[config.mk]
export PLATFORM = sky130hd
export DESIGN_NAME = rgb2grey_pipe
export DESIGN_NICKNAME = d
export VERILOG_FILES = /design/src/rtl/rgb2grey_pipe.sv
export SDC_FILE = /design/constraint.sdc
export NUM_CORES = 1
export LEC_CHECK = 0
export BUFFER_PORTS_ARGS = -buffer_cell sky130_fd_sc_hd__buf_2
export CAP_MARGIN = 15
export CORE_MARGIN = 1.5
export CORE_UTILIZATION = 60
export CTS_CLUSTER_DIAMETER = 120
export DETAILED_ROUTE_END_ITERATION = 16
export PLACE_DENSITY = 0.81
export SYNTH_ARGS = -nofsm -noshare
export SYNTH_HDL_FRONTEND = slang
export SYNTH_SLANG_ARGS = --single-unit
[constraint.sdc]
create_clock -name iCLK -period 4.6 [get_ports iCLK]
set_input_delay 0 -clock iCLK [delete_from_list [all_inputs] [get_ports iCLK]]
set_output_delay 0 -clock iCLK [all_outputs]
set_load 0.005 [all_outputs]
[src/rtl/rgb2grey_pipe.sv]
// BT.601 RGB-to-luma pipeline (3 stages) with frame-latched grey/binary modes.
// Optional auto-threshold from per-frame luma average: RGB2GREY_AUTO_THRESH_EN.
module rgb2grey_pipe #(
   parameter int DATA_W         = 12,
   parameter int THRESH_DEFAULT = 2000,
   parameter int STAT_LOG2      = 16
) (
   input  logic              iCLK,
   input  logic              iRST_N,
   input  logic              iFVAL,
   input  logic              iDVAL,
   input  logic [DATA_W-1:0] iRed,
   input  logic [DATA_W-1:0] iGreen,
   input  logic [DATA_W-1:0] iBlue,
   input  logic              iGREY_SW,
   input  logic              iBIN_SW,
   input  logic [DATA_W-1:0] iTHRESH,
   output logic [DATA_W-1:0] oRed,
   output logic [DATA_W-1:0] oGreen,
   output logic [DATA_W-1:0] oBlue,
   output logic              oDVAL,
   output logic [15:0]       oFRAME_CNT,
   output logic              oIN_FRAME
);

   localparam int PW = DATA_W + 8;
   localparam int SW = DATA_W + 10;
   localparam logic [DATA_W-1:0] MAXV    = '1;
   localparam logic [DATA_W-1:0] THR_RST = DATA_W'(THRESH_DEFAULT);

   typedef enum logic {
      WAIT_FRAME = 1'b0,
      IN_FRAME   = 1'b1
   } state_t;

   state_t r_state;
   state_t w_state_nxt;
   logic   w_start;
   logic   w_end;
   logic   r_fval_prev;
   logic   w_rise;
   logic   w_fall;

   logic              r_grey_l;
   logic              r_bin_l;
   logic [DATA_W-1:0] r_thr_l;
   logic [DATA_W-1:0] w_thr_act;

   logic              r_dv1;
   logic [PW-1:0]     r_pr;
   logic [PW-1:0]     r_pg;
   logic [PW-1:0]     r_pb;
   logic [DATA_W-1:0] r_r1;
   logic [DATA_W-1:0] r_g1;
   logic [DATA_W-1:0] r_b1;

   logic [SW-1:0]     w_sum;
   logic [DATA_W+1:0] w_luma_w;
   logic [DATA_W-1:0] w_luma;

   logic              r_dv2;
   logic [DATA_W-1:0] r_luma2;
   logic [DATA_W-1:0] r_r2;
   logic [DATA_W-1:0] r_g2;
   logic [DATA_W-1:0] r_b2;

   logic [DATA_W-1:0] w_r3;
   logic [DATA_W-1:0] w_g3;
   logic [DATA_W-1:0] w_b3;
   logic [DATA_W-1:0] w_bin_v;

   // prev resets high so a frame already running at release is not a start
   assign w_rise    = iFVAL & ~r_fval_prev;
   assign w_fall    = ~iFVAL & r_fval_prev;
   assign oIN_FRAME = (r_state == IN_FRAME);

   always_comb begin
      w_state_nxt = r_state;
      w_start     = 1'b0;
      w_end       = 1'b0;
      case (r_state)
         WAIT_FRAME: begin
            if (w_rise) begin
               w_state_nxt = IN_FRAME;
               w_start     = 1'b1;
            end
         end
         IN_FRAME: begin
            if (w_fall) begin
               w_state_nxt = WAIT_FRAME;
               w_end       = 1'b1;
            end
         end
         default: w_state_nxt = WAIT_FRAME;
      endcase
   end

   assign w_sum = SW'(r_pr) + SW'(r_pg) + SW'(r_pb) + SW'(128);
   assign w_luma_w = w_sum[SW-1:8];
   assign w_luma = (|w_luma_w[DATA_W+1:DATA_W]) ?
                   MAXV : w_luma_w[DATA_W-1:0];

   assign w_bin_v = (r_luma2 > r_thr_l) ? '0 : MAXV;

   always_comb begin
      w_r3 = r_r2;
      w_g3 = r_g2;
      w_b3 = r_b2;
      if (r_bin_l) begin
         w_r3 = w_bin_v;
         w_g3 = w_bin_v;
         w_b3 = w_bin_v;
      end else if (r_grey_l) begin
         w_r3 = r_luma2;
         w_g3 = r_luma2;
         w_b3 = r_luma2;
      end
   end

`ifdef RGB2GREY_AUTO_THRESH_EN
   localparam int AW = DATA_W + STAT_LOG2;

   logic [AW-1:0]      r_acc;
   logic [STAT_LOG2:0] r_cnt;
   logic [DATA_W-1:0]  r_auto_thr;
   logic               w_cnt_full;
   logic               w_unused_thresh;

   assign w_cnt_full      = r_cnt[STAT_LOG2];
   assign w_thr_act       = r_auto_thr;
   assign w_unused_thresh = ^iTHRESH;

   always_ff @(posedge iCLK) begin
      if (!iRST_N) begin
         r_acc      <= '0;
         r_cnt      <= '0;
         r_auto_thr <= THR_RST;
      end else if (w_start) begin
         r_acc <= '0;
         r_cnt <= '0;
      end else if (r_state == IN_FRAME) begin
         if (w_end && w_cnt_full)
            r_auto_thr <= DATA_W'(r_acc >> STAT_LOG2);
         if (r_dv1 && !w_cnt_full) begin
            r_acc <= r_acc + AW'(w_luma);
            r_cnt <= r_cnt + 1'b1;
         end
      end
   end
`else
   localparam int STAT_LOG2_UNUSED = STAT_LOG2;
   assign w_thr_act = iTHRESH;
`endif

   always_ff @(posedge iCLK) begin
      if (!iRST_N) begin
         r_state     <= WAIT_FRAME;
         r_fval_prev <= 1'b1;
         r_grey_l    <= 1'b0;
         r_bin_l     <= 1'b0;
         r_thr_l     <= THR_RST;
         oFRAME_CNT  <= '0;
         r_dv1       <= 1'b0;
         r_pr        <= '0;
         r_pg        <= '0;
         r_pb        <= '0;
         r_r1        <= '0;
         r_g1        <= '0;
         r_b1        <= '0;
         r_dv2       <= 1'b0;
         r_luma2     <= '0;
         r_r2        <= '0;
         r_g2        <= '0;
         r_b2        <= '0;
         oDVAL       <= 1'b0;
         oRed        <= '0;
         oGreen      <= '0;
         oBlue       <= '0;
      end else begin
         r_state     <= w_state_nxt;
         r_fval_prev <= iFVAL;
         if (w_start) begin
            r_grey_l <= iGREY_SW;
            r_bin_l  <= iGREY_SW & iBIN_SW;
            r_thr_l  <= w_thr_act;
         end
         if (w_end)
            oFRAME_CNT <= oFRAME_CNT + 16'd1;

         r_dv1 <= iDVAL;
         if (iDVAL) begin
            r_pr <= PW'(iRed) * PW'(77);
            r_pg <= PW'(iGreen) * PW'(150);
            r_pb <= PW'(iBlue) * PW'(29);
            r_r1 <= iRed;
            r_g1 <= iGreen;
            r_b1 <= iBlue;
         end

         r_dv2 <= r_dv1;
         if (r_dv1) begin
            r_luma2 <= w_luma;
            r_r2    <= r_r1;
            r_g2    <= r_g1;
            r_b2    <= r_b1;
         end

         oDVAL <= r_dv2;
         if (r_dv2) begin
            oRed   <= w_r3;
            oGreen <= w_g3;
            oBlue  <= w_b3;
         end
      end
   end

endmodule
==> results of run 1 <==
## area by class of cell
type / instances / area (um2) / share of cell area (%)
timing repair buffer: 179 / 1240 / 7.67
inverter: 231 / 870 / 5.37
sequential: 205 / 4110 / 25.4
multi-input combinational: 1046 / 8760 / 54.1
tap: 285 / 357 / 2.20
clock buffer: 26 / 607 / 3.75
clock inverter: 16 / 240 / 1.48
## repair_timing
action | CTS | global route
hold endpoints to repair | 65 | 0
buffers inserted | 0 | 0
hold buffers | 65 | 0
resized for setup | 0 | 0
## cell usage after synthesis (2+ instances only)
cell and number:
a211o_1 4, fa_1 66, o22a_1 4, a21oi_1 89, and3_1 7, nand3_1 23, nand4b_1 3, nor3b_1 36
o21a_1 43, a211oi_1 11, a21o_1 32, dfxtp_1 205, o41ai_2 2, xnor2_1 32, mux2i_1 101, a41oi_1 2
inv_1 230, a31oi_1 6, nand4_1 13, nand3b_1 10, clkbuf_1 44, nand2b_1 6, and2_1 5, nor3_1 17
buf_1 9, o21ai_0 35, or3_1 10, xor2_1 17, nor2_1 148, ha_1 180, nor2b_1 38, buf_2 8
nand2_1 49, o211ai_1 18, o21bai_1 4, or2_2 6, o31ai_1 8, a311o_1 2
## cell families after synthesis
group,synth area share [%]
buffers and inverters,7.92
multiplexers,7.32
AND/OR/NAND/NOR,13.4
AO/OA/AOI/OAI,13.3
XOR/XNOR,3.07
adder cells (fa/ha/maj),25.6
flip-flops,29.4
## per-layer routing
metal | vias to the layer above | GRT usage, % | part of all wire, %
met3 | 78 | 3.53 | 4.7
met1 | 5310 | 35.0 | 44
met5 | - | 0 | 0.043
li1 | 5481 | - | -
met4 | 2 | 8.07 | 2.7
met2 | 299 | 46.4 | 48
## report_power, final
| part | total, uW | switching [uW] | internal [uW] | leakage (uW) |
|---|---|---|---|---|
| Sequential | 2090 | 137 | 1960 | 0.00168 |
| Clock | 2040 | 792 | 1240 | 0.000400 |
| Combinational | 3010 | 1700 | 1310 | 0.00591 |
## state kept, by name, indices dropped and copies added, names as in the netlist
name,count
r_r1,12
r_bin_l,1
r_g2,12
r_b2,12
oFRAME_CNT,16
r_thr_l,12
r_pg,18
r_b1,12
r_dv2,1
oIN_FRAME,1
r_dv1,1
oRed,12
r_r2,12
r_pb,15
r_pr,17
r_grey_l,1
r_g1,12
r_fval_prev,1
oDVAL,1
oGreen,12
r_luma2,12
oBlue,12
## path summary, 6_finish.rpt
| path | startpoint | to | slack [ns] | cells after the start |
|---|---|---|---|---|
| max reg2reg | r_pg[6] | r_luma2[1] | 1.27 | 12 |
| min reg2reg | r_thr_l[11] | r_thr_l[11] | 0.46 | 2 |
| max | iRed[8] | r_pr[16] | 0.80 | 16 |
| min | iRST_N | r_b2[11] | 0.11 | 3 |
## critical path, cell delays in order
cell and delay, ns:
dlygate4sd3_1 0.57, buf_2 0.18, ha_1 0.28, ha_1 0.30, fa_1 0.53, inv_1 0.06, fa_1 0.51, inv_1 0.05
ha_1 0.35, and2_1 0.19, o21ai_0 0.15, o31ai_1 0.12, o41ai_2 0.30, o21ai_1 0.17, or3_1 0.36, o311ai_0 0.09
## per-stage QoR
stage / total power [uW] / area (um2) / std cells
4_1_cts: 7130 / 16200 / 1988
3_3_place_gp: 4920 / 14700 / 1881
2_1_floorplan: 4360 / 14000 / 1543
6_report: 7140 / 16200 / 1988
3_5_place_dp: 5040 / 14700 / 1881
5_1_grt: 7610 / 16200 / 1988
==> metrics.txt, run 1 <==
final worst slack 0.801 ns; syn avg cell area 9.05 um2; endpoints failing hold 0; Worst Max-Slew Pin Slew around 1.1 ns; synthesized area 14000 um2; post-DR wirelength/cell 16.4 um; core region area approximately 23000 um2; crit path max fanout 5; hpwl dp 23600 um; worst path required time 5.01 ns; Fmax achieved approximately 0.26 GHz; Yosys reg bits 205; via count between 10000 and 15000; synth top area cells dfxtp_1 29%, ha_1 16%, fa_1 9.5%; drt pass-1 iters 5; dpl ws 0.890 ns; crit path capture type flop; first-pass GRT wire length 52600 um; area of the die around 24000 um2; share of cells above drive strength 1 10.5%; CTS buffer count 23; pwr/cell area 441 nW/um2; final period utilization 82.6%; Starting Density 61.5%; peak supply drop 0.327 mV; DRT Wirelength ~33000 um; syn_nets 1843; Yosys cell types 58; GRT Total Usage 26.8%; Synth Flop Type dfxtp_1; IO buf count roughly 110; H-tree Lvls 1; Worst Hold Class in2reg; nets just under 2000; largest net degree at the start of global routing 81; crit path time final 3.80 ns; commonest cells after routing, fill and taps aside 229 x inv_1, 203 x dfxtp_1, 180 x ha_1, 148 x nor2_1, 106 x buf_2; outcome finished, final reports clean; final antenna-violating net count 0; critical path class in2reg; Die X 156 um; Seq/Total Area, Yosys 29.4%; CTS tree done; initial antenna violation count 1; root buffer cell clkbuf_16; max_slew headroom slightly below 30%; Hold Slack ~0.11 ns; CTS Buffer Depth 3; Skew-Pair Late Insertion Delay 0.54 ns; Post-synth EDFFs 0; Layout Utilization between 70% and 80%; most common cell after layout, fill and taps aside inv_1; final setup fails 0; Final Max Tran Viols 0; Die Ht 156 um; CP arrival 4.21 ns; Initial DRC Count 669; Residual DRC 0; Layout area overhead 15.8%; Synth area leader dfxtp_1; number of global-route vias before repair approximately 11000; number of diodes 0; unrepaired setup endpoints after global routing false; Row Count 55; MaxCap Viol Count 0; clock skew 0.0213 ns; CTS clk-pin slew, worst paths around 0.060 ns; Leak Pwr 0.00798 uW; RePlAce Congestion 0.894; clock sink total 205; Post-synth ARST share 0%; Mapped Cells 1543; top-area cell type share of the netlist area 29.4%; Yosys Warn Count 0; I/O Pins 108; GRT overflow 0; vias per cell approximately 5.6; Setup TNS 0 ns; # fillers 1667; nature of the critical path startpoint input port
Power figures use the tool's default switching activity.
==> inputs of run 2 (changes only) <==
--- a/config.mk
+++ b/config.mk
@@ -8,10 +8,10 @@
 export BUFFER_PORTS_ARGS = -buffer_cell sky130_fd_sc_hd__buf_2
 export CAP_MARGIN = 15
 export CORE_MARGIN = 1.5
-export CORE_UTILIZATION = 60
+export CORE_UTILIZATION = 56
 export CTS_CLUSTER_DIAMETER = 120
 export DETAILED_ROUTE_END_ITERATION = 16
-export PLACE_DENSITY = 0.81
+export PLACE_DENSITY = 0.79
 export SYNTH_ARGS = -nofsm -noshare
 export SYNTH_HDL_FRONTEND = slang
 export SYNTH_SLANG_ARGS = --single-unit
==> constraint.sdc (replaced) <==
create_clock -name iCLK -period 3.24 [get_ports iCLK]
set_input_delay 0 -clock iCLK [delete_from_list [all_inputs] [get_ports iCLK]]
set_output_delay 0 -clock iCLK [all_outputs]
set_load 0.005 [all_outputs]
==> metrics.txt, run 2 (synthesized netlist as in run 1, its figures left out) <==
outcome finished, final reports clean; crit path time final roughly 3.2 ns; hpwl dp 23900 um; post-DR wirelength/cell 16.1 um; Reg area 4110 um2; pwr/cell area 651 nW/um2; Layout Utilization 69.9%; Worst Max-Slew Pin Slew 1.08 ns; H-tree Lvls 1; number of diodes 0; share of cells above drive strength 1 16.6%; most common cell after layout, fill and taps aside inv_1; area of the die 25900 um2; Hold Slack 0.0242 ns; final setup fails 0; RePlAce Congestion 0.893; first-pass GRT wire length 54200 um; CTS buffer count 23; Die X ~160 um; root buffer cell clkbuf_16; GRT overflow 0; Final Max Tran Viols 0; Skew-Pair Late Insertion Delay 0.52 ns; Starting Density 57.3%; CTS clk-pin slew, worst paths 0.06 ns; nets 2047; DRT Wirelength ~34000 um; endpoints failing hold 0; commonest cells after routing, fill and taps aside 227 x inv_1, 202 x dfxtp_1, 163 x ha_1, 145 x nor2_1, 105 x buf_2; final antenna-violating net count 0; I/O Pins about 110; nature of the critical path startpoint input port; max_slew headroom 27.7%; Die Ht 161 um; Row Count 57; CTS Buffer Depth 3; GRT Total Usage between 20% and 30%; worst path required time approximately 3.6 ns; largest net degree at the start of global routing 107; number of global-route vias before repair about 11000; Residual DRC 0; Worst Hold Class in2reg; Fmax achieved around 0.31 GHz; # fillers 1803; crit path capture type flop; crit path max fanout 4; vias per cell 5.42; Largest regs r_pg x18, r_pr x17, oFRAME_CNT x16; drt pass-1 iters 5; Initial DRC Count 679; Leak Pwr 0.00835 uW; final period utilization 98.0%; via count approximately 11000; CP arrival between 3 and 4 ns; multi-input combinational cell area slightly above 9000 um2; Layout area overhead 22.1%; clock skew 0.00683 ns; core region area approximately 24000 um2; peak supply drop 0.450 mV; Reg with most FFs r_pg; initial antenna violation count 1; critical path class in2reg; clock sink total between 200 and 250; IO buf count 107; max reg flops 18; CTS tree done; MaxCap Viol Count 0
==> run 2: changes by cell type in the layout (fill, tap and decap cells not counted), sizes merged <==
cell          previous run  this run
a31oi                    8         9
buf                    114       187
clkbuf                  26        31
clkinv                   6         3
clkinvlp                 5         2
dlygate4sd3             65        51
dlymetal6s4s             0         1
==> run 2: metal layers <==
metal | track usage, % | vias to the layer above | part of all wire (%)
met2 | 44.3 | 265 | 49
met5 | 0 | - | 0
li1 | - | 5588 | -
met4 | 8.80 | 0 | 3.0
met1 | 32.9 | 5390 | 44
met3 | 2.89 | 70 | 4.1
==> run 2: layout make-up <==
| class | count | share of cell area, % |
|---|---|---|
| clock inverter | 10 | 1.14 |
| timing repair buffer | 239 | 9.91 |
| tap | 324 | 2.38 |
| inverter | 231 | 5.10 |
| multi-input combinational | 1047 | 53.4 |
| sequential | 205 | 24.1 |
| clock buffer | 31 | 3.96 |
==> run 2: final timing paths <==
kind	from	to	slack (ns)	depth (start not counted)
max	iGreen[9]	r_pg[17]	0.06	14
min	iRed[3]	r_r1[3]	0.02	5
max reg2reg	r_pg[4]	r_luma2[2]	0.10	13
min reg2reg	r_thr_l[5]	r_thr_l[5]	0.47	2
==> run 2: what timing repair did <==
item / CTS / global route
resized for setup: 3 / 42
hold buffers: 52 / 0
buffers inserted: 1 / 5
cloned: 0 / 1
setup endpoints to repair: 12 / 28
pin swaps: 3 / 35
hold endpoints to repair: 56 / 0
==> run 2: through the flow <==
| stage | setup TNS (ns) | total power (uW) | cell area (um2) | std cells | worst slack [ns] |
|---|---|---|---|---|---|
| after detailed placement | -3.65 | 7590 | 15400 | 1988 | -0.355 |
| after floorplan | 0 | 6250 | 14100 | 1543 | 0.00832 |
| after CTS | 0 | 10700 | 16800 | 2082 | 0.000646 |
| after global routing | -0.0557 | 11900 | 17100 | 2087 | -0.0165 |
| final | 0 | 11100 | 17100 | 2087 | 0.0632 |
| after global placement | -1.67 | 7420 | 15400 | 1988 | -0.209 |
==> run 2: power by group <==
group / switching [uW] / internal (uW)
clock network: 1080 / 1870
logic: 2770 / 2410
registers: 195 / 2780
==> run 2: critical path, cell delays in order <==
cell           delay, ns
buf_2               0.11
dlygate4sd3_1       0.55
buf_4               0.16
ha_1                0.29
ha_1                0.28
inv_1               0.05
fa_1                0.53
inv_1               0.05
ha_1                0.32
ha_1                0.34
or2_2               0.35
a41oi_2             0.27
a311o_1             0.18
o211ai_1            0.09
